File: src/rtl/regfile_scoreboard_pkg.sv
// Shared constants and types for the register-file scoreboard.
// Imported by the pending counter and the top level.
package regfile_scoreboard_pkg;

    localparam int NUM_REGS     = 32;
    localparam int ADDR_W       = 5;
    localparam int MAX_INFLIGHT = 3;
    localparam int CNT_W        = 2;
    localparam int STALL_CNT_W  = 16;

    localparam logic [ADDR_W-1:0] ZERO_REG = '0;

    typedef logic [CNT_W-1:0] cnt_t;

    localparam cnt_t CNT_MAX = cnt_t'(MAX_INFLIGHT);

endpackage

File: src/rtl/regfile_scoreboard_sb_counter.sv
// Per-register pending-write counter with clear.
// Saturates at CNT_MAX going up and at zero going down.
module sb_counter
    import regfile_scoreboard_pkg::*;
(
    input  logic clk_i,
    input  logic rst_ni,
    input  logic clr_i,
    input  logic inc_i,
    input  logic dec_i,
    output cnt_t cnt_o,
    output logic busy_o
);

    cnt_t cnt_q, cnt_d;
    logic busy_q;

    // Next count: clear wins, paired inc/dec cancel.
    always_comb begin
        cnt_d = cnt_q;
        if (clr_i) begin
            cnt_d = '0;
        end else if (inc_i && !dec_i && cnt_q != CNT_MAX) begin
            cnt_d = cnt_q + 1'b1;
        end else if (dec_i && !inc_i && cnt_q != '0) begin
            cnt_d = cnt_q - 1'b1;
        end
    end

    // Count and busy flag, busy taken from the next count.
    always_ff @(posedge clk_i or negedge rst_ni) begin
        if (!rst_ni) begin
            cnt_q  <= '0;
            busy_q <= 1'b0;
        end else begin
            cnt_q  <= cnt_d;
            busy_q <= (cnt_d != '0);
        end
    end

    assign cnt_o  = cnt_q;
    assign busy_o = busy_q;

endmodule

File: src/rtl/regfile_scoreboard.sv
// Register-file scoreboard: tracks in-flight writes and
// stalls decode on RAW hazards or tracker overflow.
module regfile_scoreboard
    import regfile_scoreboard_pkg::*;
(
    input  logic                   clock,
    input  logic                   reset,
    input  logic                   issue_valid,
    input  logic [ADDR_W-1:0]      issue_src1,
    input  logic                   issue_src1_en,
    input  logic [ADDR_W-1:0]      issue_src2,
    input  logic                   issue_src2_en,
    input  logic [ADDR_W-1:0]      issue_rd,
    input  logic                   issue_rd_en,
    input  logic                   wb_valid,
    input  logic [ADDR_W-1:0]      wb_rd,
    input  logic                   flush,
    output logic                   stall,
    output logic                   issue_accept,
    output logic [NUM_REGS-1:0]    busy,
    output logic [STALL_CNT_W-1:0] stall_cycles,
    output logic                   underflow_err
);

    cnt_t                  cnt [NUM_REGS];
    cnt_t                  eff [NUM_REGS];
    logic [NUM_REGS-1:1]   inc_v;
    logic [NUM_REGS-1:1]   dec_v;
    logic                  h1, h2, ho;
    logic [STALL_CNT_W-1:0] stall_cnt_q, stall_cnt_d;
    logic                  uflow_q, uflow_d;

    assign cnt[0]  = '0;
    assign busy[0] = 1'b0;

    // Per-register increment/decrement and effective counts.
    always_comb begin
        eff[0] = '0;
        for (int r = 1; r < NUM_REGS; r++) begin
            dec_v[r] = wb_valid && (wb_rd == ADDR_W'(r))
                       && (cnt[r] != '0);
            inc_v[r] = issue_accept && issue_rd_en
                       && (issue_rd == ADDR_W'(r));
            eff[r]   = cnt[r] - cnt_t'(dec_v[r]);
        end
    end

    // Hazard decision, same cycle as the issue.
    always_comb begin
        h1 = issue_src1_en && (eff[issue_src1] != '0);
        h2 = issue_src2_en && (eff[issue_src2] != '0);
        ho = issue_rd_en && (eff[issue_rd] == CNT_MAX);
        stall = issue_valid && !flush && (h1 || h2 || ho);
        issue_accept = issue_valid && !stall && !flush;
    end

    for (genvar r = 1; r < NUM_REGS; r++) begin : g_cnt
        sb_counter u_cnt (
            .clk_i  (clock),
            .rst_ni (reset),
            .clr_i  (flush),
            .inc_i  (inc_v[r]),
            .dec_i  (dec_v[r]),
            .cnt_o  (cnt[r]),
            .busy_o (busy[r])
        );
    end

    // Saturating stall counter and sticky underflow next-state.
    always_comb begin
        stall_cnt_d = stall_cnt_q;
        if (stall && !(&stall_cnt_q)) begin
            stall_cnt_d = stall_cnt_q + 1'b1;
        end
        uflow_d = uflow_q;
        if (wb_valid && !flush && wb_rd != ZERO_REG
            && cnt[wb_rd] == '0) begin
            uflow_d = 1'b1;
        end
    end

    // Stall counter and underflow flag registers.
    always_ff @(posedge clock or negedge reset) begin
        if (!reset) begin
            stall_cnt_q <= '0;
            uflow_q     <= 1'b0;
        end else begin
            stall_cnt_q <= stall_cnt_d;
            uflow_q     <= uflow_d;
        end
    end

    assign stall_cycles  = stall_cnt_q;
    assign underflow_err = uflow_q;

endmodule

File: config.mk
export PLATFORM = sky130hd
export DESIGN_NAME = regfile_scoreboard
export DESIGN_NICKNAME = d
export VERILOG_FILES = /design/src/rtl/regfile_scoreboard_pkg.sv /design/src/rtl/regfile_scoreboard_sb_counter.sv /design/src/rtl/regfile_scoreboard.sv
export SDC_FILE = /design/constraint.sdc
export NUM_CORES = 1
export LEC_CHECK = 0
export BUFFER_PORTS_ARGS = -buffer_cell sky130_fd_sc_hd__buf_2
export CAP_MARGIN = 20
export CORE_AREA = 2 2 135 268
export DETAILED_ROUTE_END_ITERATION = 8
export DIE_AREA = 0 0 137 270
export REMOVE_ABC_BUFFERS = 1
export SLEW_MARGIN = 30
export SYNTH_ARGS = -nofsm -noshare
export SYNTH_HDL_FRONTEND = slang
export SYNTH_SLANG_ARGS = --single-unit
File: constraint.sdc
create_clock -name clock -period 6.6 [get_ports clock]
set_input_delay 0.33 -clock clock [delete_from_list [all_inputs] [get_ports clock]]
set_output_delay 0.33 -clock clock [all_outputs]
set_load 0.01 [all_outputs]
# After elaboration in Yosys (flattened, before gate mapping)
# Cells that the tools add are included.
[totals]
regBits = 110
in_bits = 28
out_inout_bits = 51
elab_cells = 728
[classes]
add_sub_neg = 94
order_cmp = 4
eq_ne = 94
n_mux = 105
bitwise = 4
reduce_logical = 363
[op_table]
columns = ["operator", "count"]
rows = [
  ["logical AND 1 bit", 229],
  ["two-way mux 2 bit", 101],
  ["equality test 5 bit (second input constant)", 32],
  ["nonzero test 2 bit", 64],
  ["equality test 5 x 4 -> 1 bit (second input constant)", 16],
  ["logical NOT 1 bit", 65],
  ["adder 2 x 1 -> 2 bit (second input constant)", 31],
  ["inequality test 2 bit (second input constant)", 31],
  ["subtractor 2 x 1 -> 2 bit", 31],
  ["subtractor 2 x 1 -> 2 bit (second input constant)", 31],
  ["binary-select mux 2 bit (select 5 bit)", 4],
  ["equality test 5 x 3 -> 1 bit (second input constant)", 8],
  ["greater-or-equal comparator 6 bit (second input constant)", 4],
  ["NOT 5 -> 6 bit", 4],
  ["equality test 5 x 2 -> 1 bit (second input constant)", 4],
  ["adder 16 x 1 -> 16 bit (second input constant)", 1],
  ["AND reduction 16 bit", 1],
  ["equality test 5 x 1 -> 1 bit (second input constant)", 2],
  ["nonzero test 5 bit", 1],
  ["equality test 2 bit (second input constant)", 1],
  ["logical NOT 2 bit", 1],
  ["logical OR 1 bit", 2],
]

# Depth between registers and ports, before layout
[depth]
ltp_word = 24
mapped_depth = 18
mapped_depth_nobuf = 14

# Cells and area by module
# From an unflattened synthesis, not the netlist that was laid out.
[unflattened]
hier_cells = 1392
hier_area_um2 = 11636.2
[by_module_without_submodules]
columns = ["module", "n_inst", "cells_per_inst", "area_each_um2", "seq_area_each_um2"]
rows = [
  ["sb_counter", 31, 28, 250.2, 75.1],
  ["regfile_scoreboard", 1, 524, 3878.7, 425.4],
]

# Worst setup path before layout
# Ideal clock, no wire load.
[synth_path]
path_type = "input port to flip-flop"
from = "input port wb_rd[1]"
to = "register g_cnt[13].u_cnt.cnt_q[0]"
setup_time_ns = 0.127
arrival_time_ns = 4.287
setup_slack_ns = 2.186
path_stages = 16
path_cell_list = "clkbuf_1 > or2_2 > clkbuf_1 > nor4_1 > ha_1 > xnor2_1 > nand2_1 > mux4_2 > o22ai_1 > o21ba_2 > clkbuf_1 > a211oi_4 > buf_4 > nand4_1 > o21a_1 > mux2_1"
[synth_via]
elab_chain_len = 23
word_cells_on_any_way = 156
classes_between = "31 x add/sub; 32 x eq/ne; 12 x mux; 81 x reduce/logical"
[synth_rtl]
columns = ["item", "line_no", "source"]
rows = [
  ["from (decl)", "regfile_scoreboard.sv:16", "input logic [ADDR_W-1:0] wb_rd,"],
  ["equality test 5 bit (tied with other cells)", "regfile_scoreboard.sv:40", "dec_v[r] = wb_valid && (wb_rd == ADDR_W'(r))"],
  ["logical AND 1 bit", "regfile_scoreboard.sv:40", ""],
  ["logical AND 1 bit", "regfile_scoreboard.sv:41", "&& (cnt[r] != '0);"],
  ["subtractor 2 x 1 -> 2 bit", "regfile_scoreboard.sv:44", "eff[r] = cnt[r] - cnt_t'(dec_v[r]);"],
  ["binary-select mux 2 bit (select 5 bit), on equally long branches", "regfile_scoreboard.sv:50, regfile_scoreboard.sv:51", ""],
  ["two-way mux 2 bit, on equally long branches (2 in a row)", "regfile_scoreboard.sv:50, regfile_scoreboard.sv:51", ""],
  ["nonzero test 2 bit, on equally long branches", "regfile_scoreboard.sv:50, regfile_scoreboard.sv:51", ""],
  ["logical AND 1 bit, on equally long branches", "regfile_scoreboard.sv:50, regfile_scoreboard.sv:51", ""],
  ["[6 not listed]", "n/a", ""],
  ["logical AND 1 bit", "regfile_scoreboard.sv:42", "inc_v[r] = issue_accept && issue_rd_en"],
  ["logical AND 1 bit", "regfile_scoreboard.sv:43", "&& (issue_rd == ADDR_W'(r));"],
  ["logical NOT 1 bit", "regfile_scoreboard_sb_counter.sv:25", "end else if (dec_i && !inc_i && cnt_q != '0) begin"],
  ["logical AND 1 bit (2 in a row)", "regfile_scoreboard_sb_counter.sv:25", ""],
  ["two-way mux 2 bit", "regfile_scoreboard_sb_counter.sv:25", ""],
  ["two-way mux 2 bit (*)", "regfile_scoreboard_sb_counter.sv:23", "end else if (inc_i && !dec_i && cnt_q != CNT_MAX) begin"],
  ["two-way mux 2 bit (*)", "regfile_scoreboard_sb_counter.sv:21", "if (clr_i) begin"],
  ["net g_cnt[13].u_cnt.cnt_d[0]", "regfile_scoreboard_sb_counter.sv:15", "cnt_t cnt_q, cnt_d;"],
  ["to (signal assigned)", "regfile_scoreboard_sb_counter.sv:36", "cnt_q <= cnt_d;"],
  ["to (decl)", "regfile_scoreboard_sb_counter.sv:15", ""],
]
# Mark *: on every way through the listed nets, which the timed path passes. The rest lies on a longest branch. The select of a mux whose other input is x is not followed.
# A chain may end at the register's enable or synchronous reset.

# Worst setup path in the final report
[layout_path]
from = "input port wb_rd[1]"
to = "register g_cnt[14].u_cnt.busy_q"
[layout_via]
elab_chain_len = 24
word_cells_on_any_way = 157
classes_between = "31 x add/sub; 32 x eq/ne; 12 x mux; 82 x reduce/logical"
[layout_rtl]
columns = ["item", "line_no", "source"]
rows = [
  ["equality test 5 bit (tied with other cells)", "regfile_scoreboard.sv:40", ""],
  ["logical AND 1 bit", "regfile_scoreboard.sv:40", ""],
  ["logical AND 1 bit", "regfile_scoreboard.sv:41", ""],
  ["subtractor 2 x 1 -> 2 bit", "regfile_scoreboard.sv:44", ""],
  ["binary-select mux 2 bit (select 5 bit), on equally long branches", "regfile_scoreboard.sv:50, regfile_scoreboard.sv:51", ""],
  ["two-way mux 2 bit, on equally long branches (2 in a row)", "regfile_scoreboard.sv:50, regfile_scoreboard.sv:51", ""],
  ["nonzero test 2 bit, on equally long branches", "regfile_scoreboard.sv:50, regfile_scoreboard.sv:51", ""],
  ["logical AND 1 bit, on equally long branches", "regfile_scoreboard.sv:50, regfile_scoreboard.sv:51", ""],
  ["[6 not listed]", "n/a", ""],
  ["logical AND 1 bit", "regfile_scoreboard.sv:42", ""],
  ["logical AND 1 bit", "regfile_scoreboard.sv:43", ""],
  ["logical NOT 1 bit", "regfile_scoreboard_sb_counter.sv:25", ""],
  ["logical AND 1 bit (2 in a row)", "regfile_scoreboard_sb_counter.sv:25", ""],
  ["two-way mux 2 bit", "regfile_scoreboard_sb_counter.sv:25", ""],
  ["two-way mux 2 bit (*)", "regfile_scoreboard_sb_counter.sv:23", ""],
  ["two-way mux 2 bit (*)", "regfile_scoreboard_sb_counter.sv:21", ""],
  ["nonzero test 2 bit (*)", "regfile_scoreboard_sb_counter.sv:37", "busy_q <= (cnt_d != '0);"],
  ["to (signal assigned)", "regfile_scoreboard_sb_counter.sv:37", ""],
  ["to (decl)", "regfile_scoreboard_sb_counter.sv:16", "logic busy_q;"],
]
# Every way passes the cells marked *; elsewhere a longest branch is shown, timed or not. The select of a mux whose other input is x is not followed.

==> impl_metrics.py <==
metrics = {
    "detailed_routing": {
        "wirelength_um": 38300,
        "drt_iter0_markers": 672,
        "drc": 0,
        "viasPerCell": 5.86,
        "routedWlPerCell_um": 22.2,
        "antenna_left": 0,
        "first_pass_iters": 5,
        "routed-via-count": 10106,
    },
    "timing": {
        "clock.fmax_mhz": 193,
        "worst_pin_slew_ns": 0.954,
        "slew_headroom_pct": 34.7,
        "drv_slew": 0,
        "min_period_ns": 5.18,
        "final.setup.worst_slack_ns": 1.42,
        "setup_tns_ns": 0,
        "rsz0062_at_grt": "no",
        "finClkSkew_ns": 0.0112,
        "setup_viol": 0,
        "hold_violations": 0,
        "min_period_over_period_pct": 78.5,
    },
    "global_route": {
        "grt_util_all_layers_pct": 20.9,
        "antenna_found_initial": 1,
        "grt_max_degree": 63,
        "grt_overflow_total": 0,
        "grt_pass1_vias": 10232,
        "grt_pass1_wl_um": 58100,
    },
    "setup_path": {
        "cp_slowest_cell": "a2111oi_0",
        "required_ns": 6.86,
        "worstSetupEndpointType": "register",
        "crit_family": "simple AND/OR/NAND/NOR gates",
        "cp-start-kind": "primary input",
        "path_cells": "buf_2 -> nor2b_1 -> nand3_1 -> nor3_1 -> ha_1 -> xnor2_1 -> a32oi_1 -> mux4_2 -> and2_1 -> or3_4 -> a2111oi_0 -> buf_4 -> mux2i_1 -> xnor2_1 -> a31oi_1",
        "path_common_cell": "xnor2_1",
        "critical_path_buf_inv_count": 2,
        "cp_data_arrival_time_ns": 5.44,
        "critPathMaxFanout": 28,
        "max_stage_delay_ns": 0.79,
        "critPathKind": "in -> reg",
    },
    "synthesis": {
        "ys_seq_area_share_pct": 26.7,
        "synthTopCellsByArea": "dfrtp_1, ha_1, nor2_1, xnor2_1, nand2_1",
        "post_synth.cell_area_avg_sq_um": 8.19,
        "ys_ff_latch": 110,
        "post-synth-top-area-fraction_pct": 26.7,
        "ys_types": 84,
        "synthFlopType": "dfrtp_1",
        "yosysTopAreaCell": "dfrtp_1",
        "synthesis.area_sq_um": 10300,
        "yosysWarnings": 0,
        "async_flop_share_pct": 100,
        "synthCells": 1258,
        "synth-edff-count": 0,
    },
    "clock_network": {
        "cts.clk_slew.worst_paths_ns": 0.08,
        "cts_made_buffers": 9,
        "htree_levels": 3,
        "cts_tree": "yes",
        "clkSinkCount": 110,
        "cts_resized": 0,
        "root_buffer": "clkbuf_16",
        "clock_latency_ns": 0.39,
        "cts_max_path_buffers": 2,
    },
    "place": {
        "port_buffers": 77,
        "place_inst": 1708,
        "dp_hpwl_um": 29300,
        "place.gp.congestion": 1.03,
        "placed_area_sq_um": 10900,
        "pre_cts_slack_ns": 1.13,
    },
    "floorplanning": {
        "start_util_pct": 29.5,
        "io_pins": 79,
        "die_height_um": 270,
        "die-area_sq_um": 37000,
        "core_area_sq_um": 35000,
        "placementRows": 97,
        "die_x_um": 137,
    },
    "power": {
        "power_density_nw_per_um2": 150,
        "irDropWorstVdd_v": 0.000137,
        "p_leak_nw": 4.75,
    },
    "final_layout": {
        "mostFrequentLayoutCells": "nor2_1, dfrtp_1, nand2_1, inv_1, ha_1",
        "area_delta_synth_final_pct": 9.14,
        "diodes": 0,
        "final_common_cell": "nor2_1",
        "drive_gt1_share_pct": 12.2,
        "fillerInstances": 3691,
        "layout.nets": 1397,
        "postLayoutCellArea_sq_um": 11200,
        "finalNonFillerCells": 1725,
    },
    "outcome": {
        "outcome": "finished clean",
    },
    "job": {
        "max_cap_viol_count": 0,
    },
    "hold_path": {
        "worstHoldPathType": "in -> reg",
    },
}
[metrics by stage]
stage | power, W | hold WS [ns] | utilization, %
floorplan | 0.000881 | 0.0344 | -
finish | 0.00169 | 0.377 | 32.2
global placement | 0.00104 | 0.404 | 31.2
global route | 0.00175 | 0.377 | 32.2
detailed placement | 0.00105 | 0.408 | 31.2
CTS | 0.00170 | 0.365 | 32.2
[worst paths after layout]
| check | from | endpoint | slack [ns] | depth (start not counted) |
|---|---|---|---|---|
| worst min register to register | stall_cycles[12]$_DFFE_PN0P_ | stall_cycles[12]$_DFFE_PN0P_ | 0.51 | 1 |
| worst max-delay path | wb_rd[1] | g_cnt[14].u_cnt.busy_o$_DFF_PN0_ | 1.42 | 15 |
| min in group asynchronous | reset | g_cnt[29].u_cnt.busy_o$_DFF_PN0_ | 0.51 | 2 |
| max in group asynchronous | reset | g_cnt[6].u_cnt.busy_o$_DFF_PN0_ | 4.73 | 3 |
| worst min-delay path | wb_valid | underflow_err$_DFFE_PN0P_ | 0.38 | 2 |
| worst max register to register | g_cnt[16].u_cnt.cnt_o[1]$_DFF_PN0_ | g_cnt[14].u_cnt.busy_o$_DFF_PN0_ | 1.57 | 14 |
[layout make-up]
type                       count  area (sq um)  share of cell area, %
inverter                      96           360                   3.21
clock buffer                   9           225                   2.00
timing repair buffer          96           536                   4.76
multi-input combinational    962          6700                   59.6
sequential                   110          2750                   24.5
tap                          445           557                   4.95
clock inverter                 7           111                  0.991
[report_power, final]
part / internal (W) / total [W] / switching (W)
Sequential: 0.000694 / 0.000722 / 0.0000289
Combinational: 0.0000961 / 0.000322 / 0.000226
Clock: 0.000344 / 0.000644 / 0.000300
Total: 0.00113 / 0.00169 / 0.000555
[cells by family (layout without fill, tap and decap cells)]
family | count (synthesis) | count (layout) | synth area share [%]
AOI/OAI and AO/OA | 296 | 296 | 21.0
adders and majority gates | 94 | 94 | 11.4
muxes | 44 | 44 | 5.19
xor gates and xnor gates | 54 | 54 | 4.59
and+or+nand+nor | 473 | 473 | 22.7
DFF | 110 | 110 | 26.7
buffers and inverters | 186 | 208 | 8.32
other | 1 | 1 | 0.0364
[registers in the layout (all words and copies together) (netlist names)]
signal,cells
g_cnt.u_cnt.cnt_o,62
underflow_err,1
stall_cycles,16
g_cnt.u_cnt.busy_o,31
[what timing repair did]
item / in CTS / in global routing
endpoints found under the setup margin: 0 / 0
setup buffers: 0 / 0
endpoints found under the hold margin: 11 / 0
hold buffers: 1 / 0
[synth_stat cells (all sizes together), types with 23 or more instances]
master  instances
nand3          55
xnor2          46
a21oi          46
nor3           71
dfrtp         110
nor2          112
nand2         101
buf            56
inv            96
ha             94
clkbuf         34
mux2i          23
a31oi          30
o21ai          44
[layer usage]
metal,vias up,wire length [um],global-route usage (%)
met4,2,3850,18.3
met2,425,19300,36.1
li1,4607,-,-
met3,189,2190,3.57
met1,4883,12900,20.9
met5,-,13,0
(Power assumes the default switching activity.)
